## src/rtl/zork_text_pkg.sv

```systemverilog
// -----------------------------------------------------------------------------
// zork_text_pkg
// Shared constants for the text-window front end: VGA coordinate width, the
// ASCII codes the window substitutes, default glyph geometry and a helper that
// gives the pixel extent of a character grid along one axis.
// -----------------------------------------------------------------------------
package zork_text_pkg;

  localparam int VGA_COORD_W = 10;

  localparam logic [7:0] ASCII_SPACE = 8'h20;
  localparam logic [7:0] ASCII_NUL   = 8'h00;

  // Default glyph cell: 8 x 16 pixels.
  localparam int DEF_CHAR_W_LOG2 = 3;
  localparam int DEF_CHAR_H_LOG2 = 4;

  // Pixel extent of 2**cells_log2 glyphs, each 2**px_log2 pixels wide/high.
  function automatic int win_extent(input int cells_log2, input int px_log2);
    return 1 << (cells_log2 + px_log2);
  endfunction

endpackage

```

## src/rtl/text_reveal_window_reveal_counter.sv

```systemverilog
// -----------------------------------------------------------------------------
// reveal_counter
// Typewriter reveal state: counts vsync falling edges, advances the number of
// revealed characters once every FRAMES_PER_CHAR frames, restarts on a room
// change and jumps straight to "all revealed" on a skip pulse.
//
// Ports
//   clk         system clock
//   rst_n       synchronous reset, active low
//   room        current room number
//   skip        one-cycle pulse, reveal everything
//   vsync       vertical sync, active low
//   reveal_cnt  number of revealed characters, 0 .. 2**N_LOG2
//   reveal_done registered (reveal_cnt == 2**N_LOG2)
// -----------------------------------------------------------------------------
module reveal_counter #(
  parameter int N_LOG2          = 8,
  parameter int FRAMES_PER_CHAR = 2,
  parameter int ROOM_W          = 8
) (
  input  logic              clk,
  input  logic              rst_n,
  input  logic [ROOM_W-1:0] room,
  input  logic              skip,
  input  logic              vsync,
  output logic [N_LOG2:0]   reveal_cnt,
  output logic              reveal_done
);

  // A 1-frame reveal still needs a 1-bit counter that simply stays at zero.
  localparam int FC_W = (FRAMES_PER_CHAR > 1) ? $clog2(FRAMES_PER_CHAR) : 1;
  localparam logic [FC_W-1:0] FC_LAST = FC_W'(FRAMES_PER_CHAR - 1);
  localparam logic [N_LOG2:0] MAX     = {1'b1, {N_LOG2{1'b0}}};

  logic              vsync_q;
  logic [ROOM_W-1:0] room_q;
  logic [FC_W-1:0]   frame_cnt, frame_cnt_nxt;
  logic [N_LOG2:0]   reveal_cnt_nxt;
  logic              tick;

  assign tick = vsync_q & ~vsync;

  always_comb begin
    // NOTE: every always_comb output gets a default first so no path can
    // leave it unassigned and infer a latch.
    frame_cnt_nxt  = frame_cnt;
    reveal_cnt_nxt = reveal_cnt;
    if (room != room_q) begin
      frame_cnt_nxt  = '0;
      reveal_cnt_nxt = '0;
    end else if (skip) begin
      reveal_cnt_nxt = MAX;
    end else if (tick) begin
      if (frame_cnt == FC_LAST) begin
        frame_cnt_nxt = '0;
        if (reveal_cnt != MAX) reveal_cnt_nxt = reveal_cnt + 1'b1;
      end else begin
        frame_cnt_nxt = frame_cnt + 1'b1;
      end
    end
  end

  // NOTE: the reset is sampled inside the clocked block (synchronous), so it
  // only takes effect at a clock edge and never appears in the sensitivity list.
  always_ff @(posedge clk) begin
    // NOTE: state registers use non-blocking assignments so every flop samples
    // the pre-edge values regardless of statement order.
    if (!rst_n) begin
      vsync_q     <= 1'b1;
      room_q      <= '0;
      frame_cnt   <= '0;
      reveal_cnt  <= '0;
      reveal_done <= 1'b0;
    end else begin
      vsync_q     <= vsync;
      room_q      <= room;
      frame_cnt   <= frame_cnt_nxt;
      reveal_cnt  <= reveal_cnt_nxt;
      reveal_done <= (reveal_cnt == MAX);
    end
  end

endmodule

```

## src/rtl/text_reveal_window.sv

```systemverilog
// -----------------------------------------------------------------------------
// text_reveal_window
// Text-window front end between VGA timing, the character RAM and the glyph
// driver. Maps the pixel position onto a character grid starting at pixel row
// ORIGIN_Y, issues the RAM address {room, row, col}, and delays glyph offsets
// and window/reveal flags to line up with the one-cycle RAM read. Characters
// appear typewriter style under control of reveal_counter.
//
// Ports
//   clk_50MHz_i     system clock
//   rst_sync_la_i   synchronous reset, active low
//   room_i          current room
//   skip_i          one-cycle pulse, reveal all characters
//   vga_x_i/_y_i    pixel column / row
//   vga_vsync_i     vertical sync, active low
//   ram_addr_o      character RAM address {room, row, col}
//   ram_data_i      ASCII from RAM, valid one cycle after ram_addr_o
//   char_ascii_o    character for the glyph driver (space when hidden)
//   glyph_x_o/_y_o  pixel offset inside the glyph
//   char_visible_o  pixel is in a revealed, non-NUL character in the window
//   reveal_done_o   every window character is revealed
// Coordinate to glyph outputs latency: 3 cycles.
// -----------------------------------------------------------------------------
module text_reveal_window
  import zork_text_pkg::*;
#(
  parameter int CHAR_W_LOG2     = DEF_CHAR_W_LOG2,
  parameter int CHAR_H_LOG2     = DEF_CHAR_H_LOG2,
  parameter int COLS_LOG2       = 6,
  parameter int ROWS_LOG2       = 2,
  parameter int ORIGIN_Y        = 0,
  parameter int ROOM_W          = 8,
  parameter int FRAMES_PER_CHAR = 2
) (
  input  logic                                  clk_50MHz_i,
  input  logic                                  rst_sync_la_i,
  input  logic [ROOM_W-1:0]                     room_i,
  input  logic                                  skip_i,
  input  logic [VGA_COORD_W-1:0]                vga_x_i,
  input  logic [VGA_COORD_W-1:0]                vga_y_i,
  input  logic                                  vga_vsync_i,
  output logic [ROOM_W+ROWS_LOG2+COLS_LOG2-1:0] ram_addr_o,
  input  logic [7:0]                            ram_data_i,
  output logic [7:0]                            char_ascii_o,
  output logic [CHAR_W_LOG2-1:0]                glyph_x_o,
  output logic [CHAR_H_LOG2-1:0]                glyph_y_o,
  output logic                                  char_visible_o,
  output logic                                  reveal_done_o
);

  localparam int N_LOG2 = ROWS_LOG2 + COLS_LOG2;
  localparam logic [VGA_COORD_W-1:0] ORIGIN = VGA_COORD_W'(ORIGIN_Y);
  // One extra bit so an extent of 1024 pixels still compares correctly.
  localparam logic [VGA_COORD_W:0] WIN_W =
    (VGA_COORD_W + 1)'(win_extent(COLS_LOG2, CHAR_W_LOG2));
  localparam logic [VGA_COORD_W:0] WIN_H =
    (VGA_COORD_W + 1)'(win_extent(ROWS_LOG2, CHAR_H_LOG2));

  logic [N_LOG2:0]          reveal_cnt;
  logic [VGA_COORD_W-1:0]   rel_y;
  logic [COLS_LOG2-1:0]     col;
  logic [ROWS_LOG2-1:0]     row;
  logic                     in_win;
  logic                     rev_ok;
  logic                     show;

  // Stage 1 / stage 2 delay registers for glyph offsets and flags.
  logic [CHAR_W_LOG2-1:0]   gx1, gx2;
  logic [CHAR_H_LOG2-1:0]   gy1, gy2;
  logic                     win1, win2;
  logic                     rev1, rev2;

  reveal_counter #(
    .N_LOG2          (N_LOG2),
    .FRAMES_PER_CHAR (FRAMES_PER_CHAR),
    .ROOM_W          (ROOM_W)
  ) u_reveal (
    .clk         (clk_50MHz_i),
    .rst_n       (rst_sync_la_i),
    .room        (room_i),
    .skip        (skip_i),
    .vsync       (vga_vsync_i),
    .reveal_cnt  (reveal_cnt),
    .reveal_done (reveal_done_o)
  );

  // Rows above the origin wrap rel_y to a large value; the explicit
  // vga_y_i >= ORIGIN term keeps them out regardless.
  assign rel_y  = vga_y_i - ORIGIN;
  assign col    = vga_x_i[CHAR_W_LOG2 +: COLS_LOG2];
  assign row    = rel_y[CHAR_H_LOG2 +: ROWS_LOG2];
  assign in_win = (vga_y_i >= ORIGIN) && ({1'b0, rel_y} < WIN_H)
                  && ({1'b0, vga_x_i} < WIN_W);
  assign rev_ok = ({1'b0, row, col} < reveal_cnt);

  // RAM data is only meaningful during stage 2, aligned with win2/rev2.
  assign show = win2 & rev2 & (ram_data_i != ASCII_NUL);

  always_ff @(posedge clk_50MHz_i) begin
    if (!rst_sync_la_i) begin
      ram_addr_o     <= '0;
      gx1            <= '0;
      gy1            <= '0;
      win1           <= 1'b0;
      rev1           <= 1'b0;
      gx2            <= '0;
      gy2            <= '0;
      win2           <= 1'b0;
      rev2           <= 1'b0;
      char_ascii_o   <= ASCII_SPACE;
      glyph_x_o      <= '0;
      glyph_y_o      <= '0;
      char_visible_o <= 1'b0;
    end else begin
      // Stage 1: address and sampled geometry.
      ram_addr_o     <= {room_i, row, col};
      gx1            <= vga_x_i[CHAR_W_LOG2-1:0];
      gy1            <= rel_y[CHAR_H_LOG2-1:0];
      win1           <= in_win;
      rev1           <= rev_ok;
      // Stage 2: wait out the RAM read.
      gx2            <= gx1;
      gy2            <= gy1;
      win2           <= win1;
      rev2           <= rev1;
      // Stage 3: outputs to the glyph driver.
      char_visible_o <= show;
      char_ascii_o   <= show ? ram_data_i : ASCII_SPACE;
      glyph_x_o      <= gx2;
      glyph_y_o      <= gy2;
    end
  end

endmodule

```

## config.mk

```make
export PLATFORM = sky130hd
export DESIGN_NAME = text_reveal_window
export DESIGN_NICKNAME = d
export VERILOG_FILES = /design/src/rtl/zork_text_pkg.sv /design/src/rtl/text_reveal_window_reveal_counter.sv /design/src/rtl/text_reveal_window.sv
export SDC_FILE = /design/constraint.sdc
export NUM_CORES = 1
export LEC_CHECK = 0
export CORE_ASPECT_RATIO = 1.75
export CORE_MARGIN = 2
export CORE_UTILIZATION = 35
export DETAILED_ROUTE_END_ITERATION = 8
export MAX_ROUTING_LAYER = met4
export PLACE_DENSITY = 0.66
export SYNTH_ARGS = -nofsm -noshare
export SYNTH_HDL_FRONTEND = slang
export SYNTH_SLANG_ARGS = --single-unit
```

## constraint.sdc

```tcl
create_clock -name clk_50MHz_i -period 4.15 [get_ports clk_50MHz_i]
set_input_delay 1.245 -clock clk_50MHz_i [delete_from_list [all_inputs] [get_ports clk_50MHz_i]]
set_output_delay 1.245 -clock clk_50MHz_i [all_outputs]
set_load 0.03 [all_outputs]
```

==> results of run 1 <==
-- per-stage QoR --
| stage | utilization (%) | hold slack [ns] |
|---|---|---|
| 2_1_floorplan | - | 0.412 |
| 3_3_place_gp | 48.7 | 0.414 |
| 3_5_place_dp | 48.7 | 0.419 |
| 4_1_cts | 51.5 | 0.434 |
| 5_1_grt | 51.5 | 0.448 |
| 6_report | 51.5 | 0.430 |
-- final timing paths --
check                         endpoint              startpoint  slack, ns
hold / removal            glyph_y_o[2]                  gy2[2]       0.43
setup reg to reg  u_reveal.reveal_done  u_reveal.reveal_cnt[2]       2.58
hold reg to reg           glyph_y_o[2]                  gy2[2]       0.43
setup / recovery        ram_addr_o[15]          ram_addr_o[15]       1.55
-- layout make-up --
class / count / area [um^2] / share of cell area [%]
clock buffers: 14 / 163 / 5.19
clock inverters: 1 / 5.00 / 0.160
inverters: 12 / 45.0 / 1.44
multi-input cells: 124 / 852 / 27.2
flip-flops and latches: 62 / 1240 / 39.6
well taps: 80 / 100 / 3.19
repair buffers: 73 / 728 / 23.2
-- flip-flops by register name, indices dropped and copies added (netlist names), 3 cells and up --
signal and flops:
ram_addr_o 16, u_reveal.reveal_cnt 9, char_ascii_o 8, glyph_y_o 4, gy1 4, gy2 4, glyph_x_o 3, gx1 3
gx2 3
-- synth_stat cells --
cell type / number
inv_1: 12
or3_2: 1
a31oi_1: 1
buf_6: 1
ha_1: 9
nor4b_1: 3
nand3_1: 4
xnor2_1: 17
nand4_1: 2
or4b_2: 1
dfxtp_1: 62
or4_4: 1
nand2b_1: 3
and4_1: 1
nor2_1: 10
a211oi_1: 2
mux2i_1: 1
nor4_1: 4
o221ai_1: 1
clkbuf_1: 4
nor3_1: 4
a21oi_1: 5
nor3b_1: 1
buf_2: 1
and2_1: 46
o21ai_0: 2
nand2_1: 4
nand3b_1: 1
-- layer usage --
metal | wire length [um] | global-route usage [%] | up-vias
met5 | 0 | - | -
met4 | 116 | 8.54 | 0
met1 | 1650 | 13.0 | 729
met3 | 208 | 4.58 | 13
met2 | 2220 | 23.2 | 56
li1 | - | - | 816
-- power by group through the flow --
stage,combinational [uW],clock [uW],sequential [uW]
final,116,451,619
after global routing,126,499,621
after CTS,118,470,620
after detailed placement,118,0,633
after global placement,117,0,632
after floorplan,30.8,0,652
-- worst register-to-register path: cells and delay by family, from the launching register on --
| family | cells | cell delay (ns) |
|---|---|---|
| AND/OR/NAND/NOR | 3 | 1.09 |
| flip-flops | 1 | 0.36 |
-- kinds of logic (layout without fill, tap and decap cells) --
| logic type | count (synthesis) | in the layout | share of synthesized area (%) |
|---|---|---|---|
| AO/OA/AOI/OAI | 11 | 11 | 3.00 |
| XOR/XNOR | 17 | 17 | 6.86 |
| adder cells (fa/ha/maj) | 9 | 9 | 5.19 |
| buffers and inverters | 18 | 100 | 3.52 |
| flip-flops | 62 | 62 | 57.2 |
| multiplexers | 1 | 1 | 0.461 |
| AND/OR/NAND/NOR | 86 | 86 | 23.8 |
==> results.ini, run 1 <==
[worst_setup_path]
end_kind=output port
cp_top_family=buffers and inverters
worst-path-max-fanout=2
cpMaxStageDelayCell=clkdlybuf4s50_1
cp_slowest_stage_delay_ns=0.68
crit_chain=clkdlybuf4s50_1
critPathKind=flop to output port
start_kind=flop
cp_data_required_time_ns=2.90
path_buf_inv=1
rr_worst_depth=3
crit_arrival_ns=1.36
path_depth=1

[clock_network]
cts_max_path_buffers=2
root_buffer=clkbuf_8
cts_tree=done
clock_sinks=62
cts_htree_levels=3
clkSlewWorstSetupHoldPaths_ns=0.06
clk-insertion-delay-late_ns=0.33
numCtsBuffers=9
cts_resized=0
cts_setup_buffers=0
hold_buffers=0

[logic_synthesis]
seq_area_frac_synth_pct=57.2
syn_inst=204
synth_nets=253
yosysWarnings=0
netlist.area_leader.share_pct=57.2
avgSynthCellArea_um2=10.6
synth_top_area_cell=dfxtp_1
netlist_area_mm2=0.00217
synth.area.top_cells=dfxtp_1 (57%), and2_1 (13%), xnor2_1 (6.9%), ha_1 (5.2%), inv_1 (2.1%)
ys_seq_elements=62
synthDistinctLibCells=28

[final_layout]
antenna_cells=0
final_common_cell=clkdlybuf4s50_1
layout_common_cells=clkdlybuf4s50_1 (72), dfxtp_1 (62), and2_1 (46)
fillers=608
layout-drive-gt1-share_pct=5.59
fin_nets=331
syn_to_final_growth_pct=44.5
fin_area_mm2=0.00313
instances_no_fill=366

[timing]
worst_slack_ns=1.55
hold_viol_final=0
setup_tns_ns=0
fin_crit_sh_pct=62.7
drv_slew=0
rsz0062_at_grt=false
finalSetupViolCount=0
skew_ns=0.00770
maxSlewHeadroom_pct=64.7
period_needed_ns=2.60
fmax_mhz=384
tightestPinTransition_ns=0.522

[power_and_ir_drop]
leakage_uw=0.00114
p_sw_share_pct=21.9
power_frac_seq_pct=52.2
pwr-share-comb_pct=9.8
p_switching_uw=259
vdd_drop_max_mv=0.206
power.density_mw_per_mm2=379
p_int_uw=927
finalPower_uw=1190
clkPwrFrac_pct=38.0

[job]
max-cap-violations=0

[placed_design]
dpl_worst_slack_ns=1.36
dp_cells=351
post-dp-hpwl_mm=3.12
place_area_mm2=0.00297
port_buffers=72
gp_congestion=0.874

[routing]
routed-via-count=1614
ant_nets=0
drc=0
avgViaCountPerCell=4.41
dr.first_iter.drc_count=55
routedWlPerCell_um=11.4
wl_mm=4.19
drtPass1Iterations=4

[global_route]
overflow=0
grt_pass1_vias=1564
antenna_found_initial=0
grt_usage_pct=13.6
grt_max_degree=43
grt_pass1_wl_mm=6.87

[floorplan]
fp.coreArea_mm2=0.00609
start_util_pct=35.6
fp-row-count=38
ios=73
fp.dieW_um=63.5
die-height_um=108
dieArea_mm2=0.00687

[outcome]
status=completed

[worst_hold_path]
hold_path_class=flop to flop
hold_depth=1

(Power assumes the default switching activity.)
==> run 2: changes to the inputs <==
- PLACE_DENSITY: 0.66 -> 0.69
- clock period: 4.15 -> 2.3 ns (I/O delays scaled with it)
==> run 2 against run 1 <==
  * Clock power is 130% higher
  * Flip-flop and latch count stayed put
  * Sequential power is 81% higher
  * Clock skew hardly changed
  * Via count is 0.31% lower
  * Non-clock buffer count is 2 higher
  * Wire length is 1.4% lower
  * Clock-buffer cell count is 5 lower
  * Critical path depth stayed put
  * Core utilization is 1.1 points higher
  * First-iteration DRC count is 31% higher
  * Highest routed layer unchanged
==> results.ini, run 2 (synthesis results as in run 1) <==
[worst_setup_path]
r2r_end=u_reveal.reveal_done
critPathKind=flop to output port
path_buf_inv=1
start_kind=flop
end_kind=output port
cp_slowest_stage_delay_ns=0.68
path_depth=1
cp_data_required_time_ns=1.61
crit_chain=clkdlybuf4s50_1
timing.rr.start=u_reveal.reveal_cnt[2]
rr_worst_depth=3
cp_top_family=buffers and inverters
rrSetupSlack_ns=0.62
worst-path-max-fanout=2
cpMaxStageDelayCell=clkdlybuf4s50_1
crit_arrival_ns=1.38

[clock_network]
cts_max_path_buffers=2
clock_sinks=62
clk-insertion-delay-late_ns=0.34
hold_buffers=0
cts_tree=done
cts_htree_levels=3
cts_setup_buffers=0
clkSlewWorstSetupHoldPaths_ns=0.07
root_buffer=clkbuf_8
cts_resized=0
numCtsBuffers=9

[power_and_ir_drop]
p_sw_share_pct=22.4
vdd_drop_max_mv=0.478
clkPwrFrac_pct=44.1
finalPower_uw=2370
p_switching_uw=531
power_frac_seq_pct=47.0
p_int_uw=1840
pwr-share-comb_pct=8.9
power.density_mw_per_mm2=741
leakage_uw=0.00117

[routing]
dr.first_iter.drc_count=72
wl_mm=4.13
ant_nets=0
avgViaCountPerCell=4.36
drc=0
routed-via-count=1609
routedWlPerCell_um=11.2
drtPass1Iterations=4

[final_layout]
final_common_cell=clkdlybuf4s50_1
fin_util_pct=52.6
syn_to_final_growth_pct=47.6
antenna_cells=0
layout-drive-gt1-share_pct=7.61
fillers=595
top_register=ram_addr_o
largest_reg_flops=16
top_regs=ram_addr_o (16), u_reveal.reveal_cnt (9), char_ascii_o (8)
fin_nets=333
layout_common_cells=clkdlybuf4s50_1 (72), dfxtp_1 (62), and2_1 (46)

[placed_design]
gp_congestion=0.786
port_buffers=72
post-dp-hpwl_mm=3.17

[floorplan]
ios=73
fp-row-count=38
start_util_pct=35.6
fp.coreArea_mm2=0.00609
die-height_um=108
dieArea_mm2=0.00687
fp.dieW_um=63.5

[global_route]
grt_pass1_wl_mm=7.16
grt_pass1_vias=1625
grt_max_degree=27
antenna_found_initial=0
grt_usage_pct=14.3
overflow=0

[worst_hold_path]
hold_end=glyph_x_o[1]
hold_depth=1
min_from=gx2[1]
hold_path_class=flop to flop

[timing]
fin_crit_sh_pct=89.9
hold_viol_final=0
setup_tns_ns=0
period_needed_ns=2.07
maxSlewHeadroom_pct=62.0
drv_slew=0
finalSetupViolCount=0
rsz0062_at_grt=false
fmax_mhz=484
tightestPinTransition_ns=0.561
skew_ns=0.00739

[outcome]
status=completed

[job]
max-cap-violations=0

[run 2: layer usage]
metal | wire [um] | global-route usage, % | vias up
li1 | - | - | 824
met1 | 1540 | 13.7 | 724
met2 | 2240 | 24.1 | 52
met3 | 249 | 5.20 | 9
met4 | 99 | 8.85 | 0
met5 | 0 | - | -
[run 2: worst max path at each step]
stage / startpoint / endpoint / slack [ns]
2_1_floorplan: room_i[4] / u_reveal.reveal_cnt[1] / 0.61
3_5_place_dp: room_i[1] / u_reveal.reveal_cnt[5] / 0.09
6_report: ram_addr_o[8] / ram_addr_o[8] / 0.23
3_3_place_gp: room_i[1] / u_reveal.reveal_cnt[6] / 0.10
4_1_cts: ram_addr_o[8] / ram_addr_o[8] / 0.21
5_1_grt: ram_addr_o[8] / ram_addr_o[8] / 0.17
[run 2: per-stage QoR]
stage          hold slack, ns  area (um^2)  instances  setup slack (ns)
2_1_floorplan           0.412         2170        204             0.613
3_3_place_gp            0.414         2980        353             0.103
3_5_place_dp            0.418         2980        353            0.0870
4_1_cts                 0.434         3200        369             0.209
5_1_grt                 0.450         3200        369             0.167
6_report                0.432         3200        369             0.233
[run 2: power by group through the flow]
stage	combinational (uW)	clock [uW]	sequential [uW]
after floorplan	55.6	0	1180
after global placement	212	0	1140
after detailed placement	214	0	1140
after CTS	216	1080	1120
after global routing	231	1140	1120
final	211	1050	1120
[run 2: final cells by class]
cell class	instances	area [um^2]	share of cell area (%)
clock buffers	9	124	3.87
clock inverters	7	97.6	3.05
inverters	12	45.0	1.41
multi-input cells	124	852	26.6
flip-flops and latches	62	1240	38.8
well taps	80	100	3.13
repair buffers	75	743	23.2
==> run 3: changes to the inputs <==
- CAP_MARGIN: unset -> 10
- CELL_PAD_IN_SITES_DETAIL_PLACEMENT: unset -> 1
- CELL_PAD_IN_SITES_GLOBAL_PLACEMENT: unset -> 1
- CORE_UTILIZATION: 35 -> 30
- PLACE_DENSITY: 0.69 -> 0.76
- SKIP_CTS_REPAIR_TIMING: unset -> 1
==> run 3 against run 2 <==
  * Final area rose by 2.7%
  * First-iteration DRC count rose by 8.3%
  * Setup slack improved by 0.013 ns
  * Critical endpoint is now ram_addr_o[12]
  * Flip-flop and latch count did not move
  * Clock skew fell by 0.0032 ns
==> results.ini, run 3 (synthesis results as in run 1) <==
[worst_setup_path]
worst-path-max-fanout=2
path_buf_inv=1
start_kind=flop
rr_worst_depth=3
end_kind=output port
crit_chain=clkdlybuf4s50_1
path_depth=1
cpMaxStageDelayCell=clkdlybuf4s50_1
cp_data_required_time_ns=1.61
cp_top_family=buffers and inverters
crit_arrival_ns=1.36
cp_slowest_stage_delay_ns=0.69
critPathKind=flop to output port

[power_and_ir_drop]
p_sw_share_pct=21.8
finalPower_uw=2680
p_int_uw=2090
vdd_drop_max_mv=0.403
power.density_mw_per_mm2=814
pwr-share-comb_pct=8.0
p_switching_uw=584
power_frac_seq_pct=41.8
clkPwrFrac_pct=50.3
leakage_uw=0.00121

[timing]
hold_viol_final=0
maxSlewHeadroom_pct=60.6
period_needed_ns=2.05
setup_tns_ns=0
rsz0062_at_grt=false
drv_slew=0
fmax_mhz=487
fin_crit_sh_pct=89.3
skew_ns=0.00416
finalSetupViolCount=0
hold_ws_ns=0.432
tightestPinTransition_ns=0.582

[floorplan]
dieArea_mm2=0.00795
ios=73
die-height_um=116
start_util_pct=30.4
fp.coreArea_mm2=0.00713
fp.dieW_um=68.3
fp-row-count=41

[clock_network]
cts_tree=done
cts_max_path_buffers=2
root_buffer=clkbuf_16
clk-insertion-delay-late_ns=0.33
clkSlewWorstSetupHoldPaths_ns=0.05
numCtsBuffers=9
clock_sinks=62
cts_htree_levels=3

[final_layout]
top_register=ram_addr_o
fin_nets=333
fillers=784
antenna_cells=0
largest_reg_flops=16
layout-drive-gt1-share_pct=7.61
layout_common_cells=clkdlybuf4s50_1 (72), dfxtp_1 (62), and2_1 (46)
top_regs=ram_addr_o (16), u_reveal.reveal_cnt (9), char_ascii_o (8)
syn_to_final_growth_pct=51.6
instances_no_fill=375
final_common_cell=clkdlybuf4s50_1
fin_area_mm2=0.00329

[routing]
wl_mm=4.93
ant_nets=0
drtPass1Iterations=2
avgViaCountPerCell=4.32
dr.first_iter.drc_count=78
routedWlPerCell_um=13.1
routed-via-count=1620
drc=0

[worst_hold_path]
hold_depth=1
hold_path_class=flop to flop

[global_route]
overflow=0
grt_max_degree=36
grt_pass1_wl_mm=7.89
grt_pass1_vias=1706
gr-usage-met2_pct=25.6
antenna_found_initial=0
met1_usage_pct=13.3
grt_use_met3_pct=5.01
grt_usage_pct=14.5
top_usage_layer=met2

[job]
max-cap-violations=0

[placed_design]
port_buffers=72
dp_cells=359
place_area_mm2=0.00299
post-dp-hpwl_mm=3.68
gp_congestion=0.842

[outcome]
status=completed

## run 3: cell count changes in the layout (fill, tap and decap cells not counted)
cell,before,now
clkbuf_16,0,9
clkbuf_8,9,1
clkinv_2,1,3
bufinv_16,2,1
clkinvlp_4,2,1
inv_6,1,0
## run 3: area by class of cell
class | instances | area (um^2) | share of cell area [%]
inverters | 12 | 45.0 | 1.37
flip-flops and latches | 62 | 1240 | 37.7
clock buffers | 10 | 239 | 7.27
well taps | 86 | 108 | 3.27
repair buffers | 75 | 743 | 22.6
clock inverters | 6 | 61.3 | 1.86
multi-input cells | 124 | 852 | 25.9
## run 3: routing by layer
layer  wire length [um]  vias to the layer above  part of all wire (%)
met5                  0                        -                     0
li1                   -                      822                     -
met1               1810                      740                    37
met2               2750                       51                    56
met3                257                        7                   5.2
met4                106                        0                   2.2
## run 3: final timing paths
kind	from	to	slack (ns)
worst min register to register	gy1[0]	gy2[0]	0.43
worst max-delay path	ram_addr_o[12]	ram_addr_o[12]	0.25
worst max register to register	u_reveal.reveal_cnt[2]	u_reveal.reveal_done	0.74
worst min-delay path	gy1[0]	gy2[0]	0.43
## run 3: metrics by stage
stage | utilization (%) | setup WS [ns]
2_1_floorplan | - | 0.613
3_3_place_gp | 41.9 | 0.112
3_5_place_dp | 41.9 | 0.0859
4_1_cts | 46.1 | 0.227
5_1_grt | 46.1 | 0.178
6_report | 46.1 | 0.246
## run 3: power by group through the flow
stage	clock network (uW)	logic (uW)	registers (uW)
global placement	0	212	1140
floorplan	0	55.6	1180
finish	1350	213	1120
detailed placement	0	216	1140
global route	1430	233	1120
CTS	1370	218	1120
